--- config.mk ---
export PLATFORM = sky130hd
export DESIGN_NAME = arbiter_out_rr_flat
export DESIGN_NICKNAME = d
export VERILOG_FILES = /design/src/rtl/arbiter_out_rr_if.sv /design/src/rtl/arbiter_out_rr.sv /design/src/flat_wrapper.sv
export SDC_FILE = /design/constraint.sdc
export NUM_CORES = 1
export LEC_CHECK = 0
export BUFFER_PORTS_ARGS = -buffer_cell sky130_fd_sc_hd__buf_2
export CAP_MARGIN = 20
export CORE_ASPECT_RATIO = 1.25
export CORE_UTILIZATION = 64
export CTS_BUF_LIST = sky130_fd_sc_hd__clkbuf_4 sky130_fd_sc_hd__clkbuf_8
export CTS_CLUSTER_SIZE = 28
export DETAILED_ROUTE_END_ITERATION = 10
export PLACE_DENSITY_LB_ADDON = 0.3
export REMOVE_ABC_BUFFERS = 1
export SLEW_MARGIN = 30
export SYNTH_ARGS = -nofsm -noshare
export SYNTH_HDL_FRONTEND = slang
export SYNTH_SLANG_ARGS = --single-unit
--- constraint.sdc ---
create_clock -name clk -period 6.14 [get_ports clk]
set_input_delay 0.307 -clock clk [delete_from_list [all_inputs] [get_ports clk]]
set_output_delay 0.307 -clock clk [all_outputs]
set_load 0.005 [all_outputs]
--- src/rtl/arbiter_out_rr_if.sv ---
// Request/grant/credit bundle between one router output port and its arbiter.
// The master side is the router fabric; the slave side is arbiter_out_rr.
interface arbiter_out_rr_if #(
    parameter int NUM_IN   = 5,
    parameter int CREDIT_W = 3
);
    logic [NUM_IN-1:0]   req;
    logic [NUM_IN-1:0]   tail;
    logic                credit_in;
    logic [NUM_IN-1:0]   grant;
    logic                owner_valid;
    logic [CREDIT_W-1:0] credit_cnt;
    logic                credit_err;

    modport master (
        output req, tail, credit_in,
        input  grant, owner_valid, credit_cnt, credit_err
    );

    modport slave (
        input  req, tail, credit_in,
        output grant, owner_valid, credit_cnt, credit_err
    );
endinterface

--- src/rtl/arbiter_out_rr.sv ---
// Output-port arbiter: round-robin pick on release, packet-level ownership lock,
// and a local downstream credit counter with a sticky overflow flag.
module arbiter_out_rr #(
    parameter int NUM_IN     = 5,
    parameter int MAX_CREDIT = 4,
    parameter int CREDIT_W   = 3,
    parameter int LOCK_PKT   = 1
) (
    input  logic             clk,
    input  logic             reset,
    arbiter_out_rr_if.slave  bus
);
    localparam int IDX_W = (NUM_IN > 1) ? $clog2(NUM_IN) : 1;
    localparam logic [CREDIT_W-1:0] CREDIT_FULL = CREDIT_W'(MAX_CREDIT);

    typedef enum logic {
        S_IDLE,
        S_OWN
    } state_t;

    typedef logic [IDX_W-1:0] idx_t;

    state_t              state_q, state_d;
    idx_t                owner_q, owner_d;
    idx_t                rr_q, rr_d;
    logic [CREDIT_W-1:0] credit_q, credit_d;
    logic                err_q, err_d;

    logic [NUM_IN-1:0]   grant_c;
    logic                granted;
    logic                owner_req;
    logic                owner_tail;
    logic                release_c;

    function automatic idx_t wrap_inc(input idx_t i);
        if (int'(i) == NUM_IN - 1)
            return '0;
        return i + 1'b1;
    endfunction

    // First requester found scanning p, p+1, ... with wrap-around.
    function automatic idx_t pick(input idx_t p, input logic [NUM_IN-1:0] r);
        idx_t idx;
        idx_t res;
        logic found;
        idx   = p;
        res   = p;
        found = 1'b0;
        for (int i = 0; i < NUM_IN; i++) begin
            if (!found && r[idx]) begin
                res   = idx;
                found = 1'b1;
            end
            idx = wrap_inc(idx);
        end
        return res;
    endfunction

    always_comb begin
        grant_c = '0;
        if (state_q == S_OWN && bus.req[owner_q] && credit_q != '0)
            grant_c[owner_q] = 1'b1;
    end

    assign granted    = |grant_c;
    assign owner_req  = bus.req[owner_q];
    assign owner_tail = bus.tail[owner_q];

    // A dropped owner request always ends ownership; with packet locking the
    // granted tail flit ends it as well.
    assign release_c = (LOCK_PKT != 0) ? (!owner_req || (granted && owner_tail))
                                       : !owner_req;

    always_comb begin
        // NOTE: every output of a combinational block gets a default first, so no
        // path through the case leaves a signal unassigned and infers a latch.
        state_d = state_q;
        owner_d = owner_q;
        rr_d    = rr_q;
        case (state_q)
            S_IDLE: begin
                if (|bus.req) begin
                    state_d = S_OWN;
                    owner_d = pick(rr_q, bus.req);
                end
            end
            S_OWN: begin
                if (release_c) begin
                    rr_d = wrap_inc(owner_q);
                    if (|bus.req)
                        owner_d = pick(wrap_inc(owner_q), bus.req);
                    else
                        state_d = S_IDLE;
                end
            end
            default: state_d = S_IDLE;
        endcase
    end

    always_comb begin
        credit_d = credit_q;
        err_d    = err_q;
        if (granted && !bus.credit_in) begin
            credit_d = credit_q - 1'b1;
        end else if (!granted && bus.credit_in) begin
            if (credit_q == CREDIT_FULL)
                err_d = 1'b1;
            else
                credit_d = credit_q + 1'b1;
        end
    end

    // NOTE: state registers use non-blocking assignments so every flop samples
    // the pre-edge values regardless of process evaluation order.
    always_ff @(posedge clk or negedge reset) begin
        if (!reset) begin
            state_q  <= S_IDLE;
            owner_q  <= '0;
            rr_q     <= '0;
            credit_q <= CREDIT_FULL;
            err_q    <= 1'b0;
        end else begin
            state_q  <= state_d;
            owner_q  <= owner_d;
            rr_q     <= rr_d;
            credit_q <= credit_d;
            err_q    <= err_d;
        end
    end

    assign bus.grant       = grant_c;
    assign bus.owner_valid = (state_q == S_OWN);
    assign bus.credit_cnt  = credit_q;
    assign bus.credit_err  = err_q;
endmodule

--- src/flat_wrapper.sv ---
// flat-port wrapper written by rule: the top's interface ports become plain ports
module arbiter_out_rr_flat 
#(
    parameter int NUM_IN     = 5,
    parameter int MAX_CREDIT = 4,
    parameter int CREDIT_W   = 3,
    parameter int LOCK_PKT   = 1
)
  (clk, reset, bus_req, bus_tail, bus_credit_in, bus_grant, bus_owner_valid, bus_credit_cnt, bus_credit_err);
  arbiter_out_rr_if #(.NUM_IN(NUM_IN), .CREDIT_W(CREDIT_W)) bus_i ();
  input  logic clk;
  input  logic reset;
  input wire logic [$bits(bus_i.req)-1:0] bus_req;
  input wire logic [$bits(bus_i.tail)-1:0] bus_tail;
  input wire logic [$bits(bus_i.credit_in)-1:0] bus_credit_in;
  output wire logic [$bits(bus_i.grant)-1:0] bus_grant;
  output wire logic [$bits(bus_i.owner_valid)-1:0] bus_owner_valid;
  output wire logic [$bits(bus_i.credit_cnt)-1:0] bus_credit_cnt;
  output wire logic [$bits(bus_i.credit_err)-1:0] bus_credit_err;
  assign bus_i.req = bus_req;
  assign bus_i.tail = bus_tail;
  assign bus_i.credit_in = bus_credit_in;
  assign bus_grant = bus_i.grant;
  assign bus_owner_valid = bus_i.owner_valid;
  assign bus_credit_cnt = bus_i.credit_cnt;
  assign bus_credit_err = bus_i.credit_err;
  arbiter_out_rr #(.NUM_IN(NUM_IN), .MAX_CREDIT(MAX_CREDIT), .CREDIT_W(CREDIT_W), .LOCK_PKT(LOCK_PKT)) u_core (.clk(clk), .reset(reset), .bus(bus_i));
endmodule
==> metrics, run 1 <==
Final period util 0.794; Starting Density 0.673; Post-Syn Instances 310; Detailed Place HPWL 4500 um; Final Max Tran Viols 0; layout cells sized above 1 0.164; register area 277 um2; Post-synth EDFFs 0; Via-to-Cell Ratio 6.69; GP Congestion 0.832; H-tree depth 1; row cnt 24; Die X 56.4 um; clock sink count 11; asr flop ratio synth 1.00; most frequent cells in the layout mux2i_1, inv_1, nand2_1, nor2_1, buf_2; Final Hold Fails 0; Clock Skew 1.73 ps; Top FF cell, synth dfrtp_1; synthesized area per cell 7.63 um2; CORE AREA 3510 um2; Layout Cell Area excl Fill 2520 um2; worst skew pair latency 240 ps; grt ovf 0; port buffer count 22; DP Area 2460 um2; CP Capture Type flip-flop; CTS resizes 0; GRT Overall Usage 0.309; R2R depth 18; Final Routed Wirelength 5950 um; full die area 3940 um2; r2r setup slk 1260 ps; Hold Crit Class in -> async; CP Launch Type flip-flop; vias in the first global route 2229; Cell Area, Synth 2360 um2; post-layout min period 4880 ps; outcome complete, no violations; DR DRC count 0; fin nets 355; Fillers 298; YS warnings 0; root buffer cell clkbuf_8; Vias 2421; crit path kind reg -> reg; placed instance count 357; Multi-input gate area 1940 um2; CTS buffer count 3; Boundary Pins 23; Post-CTS Hold Buffers 1; First DRT Iteration DRCs 161; post-CTS setup buffers 0; CP Cell Sequence inv_1 > ha_1 > nand2_1 > nand2_1 > ha_1 > o21ai_0 > a22oi_4 > ha_1 > nor3_1 > o21ai_0 > and4_4 > a311oi_2 > and2_4 > mux2i_1 > mux2_2 > a21boi_1 > or3b_1 > a221o_1; CTS tree yes; CP arrival 5000 ps; unrepaired setup endpoints after global routing no; global-route wire length before repair 9970 um; CP most frequent cell ha_1; TNS Setup 0 ps; fin cells 362; Crit path largest cell delay 780 ps; Seq/Total Area, Yosys 0.117; RR Endpoint u_core.owner_q[1]; commonest non-fill, non-tap cell in the layout mux2i_1; initial antenna violation count 0; clock-pin slew on the worst setup and hold paths 50 ps; # diodes 0; post-synth cell types 72; max-cap violation count 0; average wire per standard cell 16.4 um; Slew @ Worst Pin 876 ps; CP Max Fanout 19; Post-DRT Antenna Nets 0; f_max 205 MHz; Max transition margin 0.416; RR Startpoint u_core.owner_q[0]; final setup vio count 0; deepest clock path buffer count 2; Worst Path Required 6260 ps; Slowest-stage cell, CP dfrtp_1; Chip Height 70.0 um; largest net degree at the start of global routing 31; #FFs+latches synth 11; DRT Pass-1 Iters 4; P&R area growth vs syn 6.72%
==> cell families after synthesis <==
kind of cell / share of synthesized area
XOR/XNOR: 0.00370
adder cells (fa/ha/maj): 0.0984
flip-flops: 0.117
multiplexers: 0.181
buffers and inverters: 0.0614
AO/OA/AOI/OAI: 0.268
AND/OR/NAND/NOR: 0.270
==> through the flow <==
step / setup WS, ps / util / hold WS (ps)
after global placement: 1450 / 0.702 / 187
after CTS: 1290 / 0.718 / 469
after detailed placement: 1300 / 0.702 / 188
after global routing: 848 / 0.718 / 500
after floorplan: 1850 / - / 11.4
final: 1260 / 0.718 / 463
==> registers in the layout, summed over array words and instances, names as in the netlist <==
name and flops:
u_core.bus.credit_cnt 3, u_core.bus.credit_err 1, u_core.owner_q 3, u_core.rr_q 3, u_core.bus.owner_valid 1
==> cell type report <==
| cell class | instances | area share |
|---|---|---|
| Clock buffer | 4 | 0.0193 |
| Inverter | 23 | 0.0342 |
| Multi-Input combinational cell | 262 | 0.770 |
| Sequential cell | 11 | 0.110 |
| Tap cell | 39 | 0.0193 |
| Timing Repair Buffer | 23 | 0.0476 |
==> Yosys cell counts, drive strengths merged (3+ instances only) <==
cell type | count | area share
and3 | 3 | 0.0079
a22oi | 3 | 0.015
a31oi | 7 | 0.021
dfrtp | 10 | 0.11
nor4 | 4 | 0.013
buf | 6 | 0.012
o21ai | 20 | 0.046
a21oi | 15 | 0.032
inv | 23 | 0.037
nand3 | 10 | 0.021
a21boi | 3 | 0.0095
nor2b | 7 | 0.019
nand2b | 10 | 0.026
nor2 | 23 | 0.037
ha | 17 | 0.090
a211o | 3 | 0.011
a211oi | 6 | 0.019
clkbuf | 8 | 0.013
nand2 | 23 | 0.037
mux2 | 12 | 0.060
and4 | 3 | 0.012
and2 | 3 | 0.0090
nor3 | 13 | 0.028
or4 | 3 | 0.011
mux2i | 24 | 0.10
nor3b | 3 | 0.0095
nand4 | 4 | 0.013
o211ai | 5 | 0.016
==> critical path, delay by kind of cell, from the launching register on <==
| family | cells | cell delay [ps] |
|---|---|---|
| simple gates | 6 | 1220 |
| buf+inv | 1 | 250 |
| flops | 1 | 780 |
| compound gates | 6 | 1190 |
| fa+ha+maj | 3 | 910 |
| mux | 2 | 410 |
==> per-layer routing <==
metal	wire [um]	GRT usage
met3	250	0.0222
met1	2480	0.378
met4	163	0.122
met2	3060	0.556
met5	0	0
==> how the worst max path moves through the flow <==
stage	start	endpoint	slack, ps
after CTS	u_core.owner_q[0]	u_core.owner_q[1]	1290
after global placement	u_core.owner_q[0]	u_core.owner_q[1]	1450
final	u_core.owner_q[0]	u_core.owner_q[1]	1260
after detailed placement	u_core.owner_q[0]	u_core.owner_q[1]	1300
after floorplan	u_core.owner_q[0]	u_core.owner_q[1]	1850
after global routing	u_core.owner_q[0]	u_core.owner_q[0]	850
Power of run 1 is left out: the tool's default activity adds up to more than one toggle a clock period on the data nets, which glitch-free logic cannot reach.
==> inputs of run 2 (changes only) <==
--- a/config.mk
+++ b/config.mk
@@ -5,10 +5,11 @@
 export SDC_FILE = /design/constraint.sdc
 export NUM_CORES = 1
 export LEC_CHECK = 0
+export ABC_AREA = 1
 export BUFFER_PORTS_ARGS = -buffer_cell sky130_fd_sc_hd__buf_2
 export CAP_MARGIN = 20
 export CORE_ASPECT_RATIO = 1.25
-export CORE_UTILIZATION = 64
+export CORE_UTILIZATION = 56
 export CTS_BUF_LIST = sky130_fd_sc_hd__clkbuf_4 sky130_fd_sc_hd__clkbuf_8
 export CTS_CLUSTER_SIZE = 28
 export DETAILED_ROUTE_END_ITERATION = 10
==> constraint.sdc (replaced) <==
create_clock -name clk -period 3.95 [get_ports clk]
set_input_delay 0.1975 -clock clk [delete_from_list [all_inputs] [get_ports clk]]
set_output_delay 0.1975 -clock clk [all_outputs]
set_load 0.005 [all_outputs]
==> metrics, run 2 <==
outcome complete, no violations; initial antenna violation count 0; row cnt 25; CP bufs+invs 3; worst skew pair latency 240 ps; Boundary Pins 23; grt ovf 0; Synth Area in Adders 0.106; Max transition margin 0.602; Layout Cell Area excl Fill 2390 um2; Final Hold Fails 0; CP arrival 3750 ps; YS warnings 0; Starting Density 0.583; CTS tree yes; Final Routed Wirelength 5740 um; Post-synth top cells nand2_1, nand3_1, inv_1, nor2_1, o21ai_0; crit path kind reg -> reg; largest family of logic cells by synthesized area simple AND/OR/NAND/NOR gates; global-route wire length before repair 9180 um; layout cells sized above 1 0.161; clock sink count 11; Slew @ Worst Pin 591 ps; CORE AREA 3750 um2; commonest non-fill, non-tap cell in the layout nand2_1; average wire per standard cell 12.8 um; Top FF cell, synth dfrtp_1; DP Area 2330 um2; CTS resizes 0; Post-Syn Instances 386; fin nets 442; CP Capture Type flip-flop; Yosys top cell area share 0.218; top-count cell post-synth nand2_1; RR Startpoint u_core.owner_q[1]; # diodes 0; vias in the first global route 2177; Final Max Tran Viols 0; Worst Path Required 4110 ps; Crit path max-delay family simple AND/OR/NAND/NOR gates; final setup vio count 0; largest net degree at the start of global routing 13; CP Cell Sequence inv_1 > ha_1 > nand2_1 > nand2_2 > ha_1 > inv_1 > ha_1 > or2_2 > nand3_1 > nand2_2 > nand2_2 > nand2_1 > inv_2 > nand2_1 > nand3_1 > nand2_2 > nand2_1 > nand2_1 > nand2_1 > nand2_1 > nand2_1 > nand2_1 > a21oi_1; mux cell area share after synthesis 0; Post-DRT Antenna Nets 0; Post-synth EDFFs 0; DRT Pass-1 Iters 5; Post-Synth Simple-Gate Area 0.521; Synth Area in Compound Gates 0.132; Seq/Total Area, Yosys 0.126; most frequent cells in the layout nand2_1, nand3_1, inv_1, buf_2; post-synth top area cell nand2_1; First DRT Iteration DRCs 137; synthesized area per cell 5.67 um2; P&R area growth vs syn 9.15%; port buffer count 22; DR DRC count 0; post-synth cell types 38; #FFs+latches synth 11; deepest clock path buffer count 2; Vias 2550; post-layout min period 3590 ps; Hold Crit Class in -> reg; Synth area leaders nand2_1, nand3_1, dfrtp_1, ha_1, inv_1; Slowest-stage cell, CP dfrtp_1; Critical Path Source u_core.owner_q[1]; max-cap violation count 0; Clock Skew 1.56 ps; Crit path largest cell delay 490 ps; Core Util, Final 0.636; Fillers 370; clock-pin slew on the worst setup and hold paths 50 ps; Via-to-Cell Ratio 5.67; CP Max Fanout 10; H-tree depth 1; root buffer cell clkbuf_8; GP Congestion 0.926; Die X 57.9 um; GRT Overall Usage 0.277; Chip Height 71.9 um; CP Launch Type flip-flop; CTS buffer count 3; Final period util 0.909; CP most frequent cell nand2_1; TNS Setup 0 ps; Detailed Place HPWL 4650 um; worst hold start bus_req[2]; unrepaired setup endpoints after global routing no; f_max 279 MHz; XOR/XNOR share of the synthesized area 0.00800; asr flop ratio synth 1.00; full die area 4160 um2; Cell Area, Synth 2190 um2
-- run 2: per-stage QoR --
| step | hold WS (ps) | std cells | worst slack (ps) |
|---|---|---|---|
| floorplan | -98.1 | 383 | 852 |
| global placement | 77.8 | 445 | 554 |
| detailed placement | 77.2 | 445 | 454 |
| CTS | 303 | 450 | 422 |
| global route | 336 | 450 | 77.8 |
| finish | 337 | 450 | 360 |
-- run 2: worst paths after layout --
kind	end	slack, ps	cells past startpoint
max reg2reg	u_core.owner_q[0]	360	23
max in group asynchronous	u_core.bus.credit_cnt[2]	3320	2
min in group asynchronous	u_core.bus.credit_cnt[1]	370	2
min	u_core.bus.owner_valid	340	3
max	u_core.owner_q[0]	360	23
min reg2reg	u_core.bus.credit_err	470	1
-- run 2: logic make-up (layout without fill, tap and decap cells) --
family / count (synthesis) / after routing
adder cells (fa/ha/maj): 18 / 18
flip-flops: 11 / 11
XOR/XNOR: 2 / 2
AO/OA/AOI/OAI: 48 / 48
AND/OR/NAND/NOR: 247 / 247
buffers and inverters: 60 / 84
-- run 2: routing by layer --
layer / up-vias / share of wire / GRT usage
li1: 1314 / - / -
met1: 1163 / 0.42 / 0.320
met2: 65 / 0.53 / 0.531
met3: 8 / 0.037 / 0.0178
met4: 0 / 0.015 / 0.0899
met5: - / 0 / 0
-- run 2: final cells by class --
| type | instances | area [um2] | share of cell area |
|---|---|---|---|
| Multi-Input combinational cell | 315 | 1680 | 0.703 |
| Sequential cell | 11 | 277 | 0.116 |
| Inverter | 57 | 214 | 0.0896 |
| Timing Repair Buffer | 23 | 120 | 0.0503 |
| Tap cell | 40 | 50.0 | 0.0210 |
| Clock buffer | 4 | 48.8 | 0.0204 |
-- run 2: timing repair --
action	4_1_cts	5_1_grt
setup buffers	0	0
hold endpoints to repair	10	0
hold buffers	1	0
-- run 2: worst min-delay path: cells and delay by family --
family                 cells  cell delay (ps)
and+or+nand+nor            2              180
buffers and inverters      1              150
Power of run 2 is left out for the same reason.
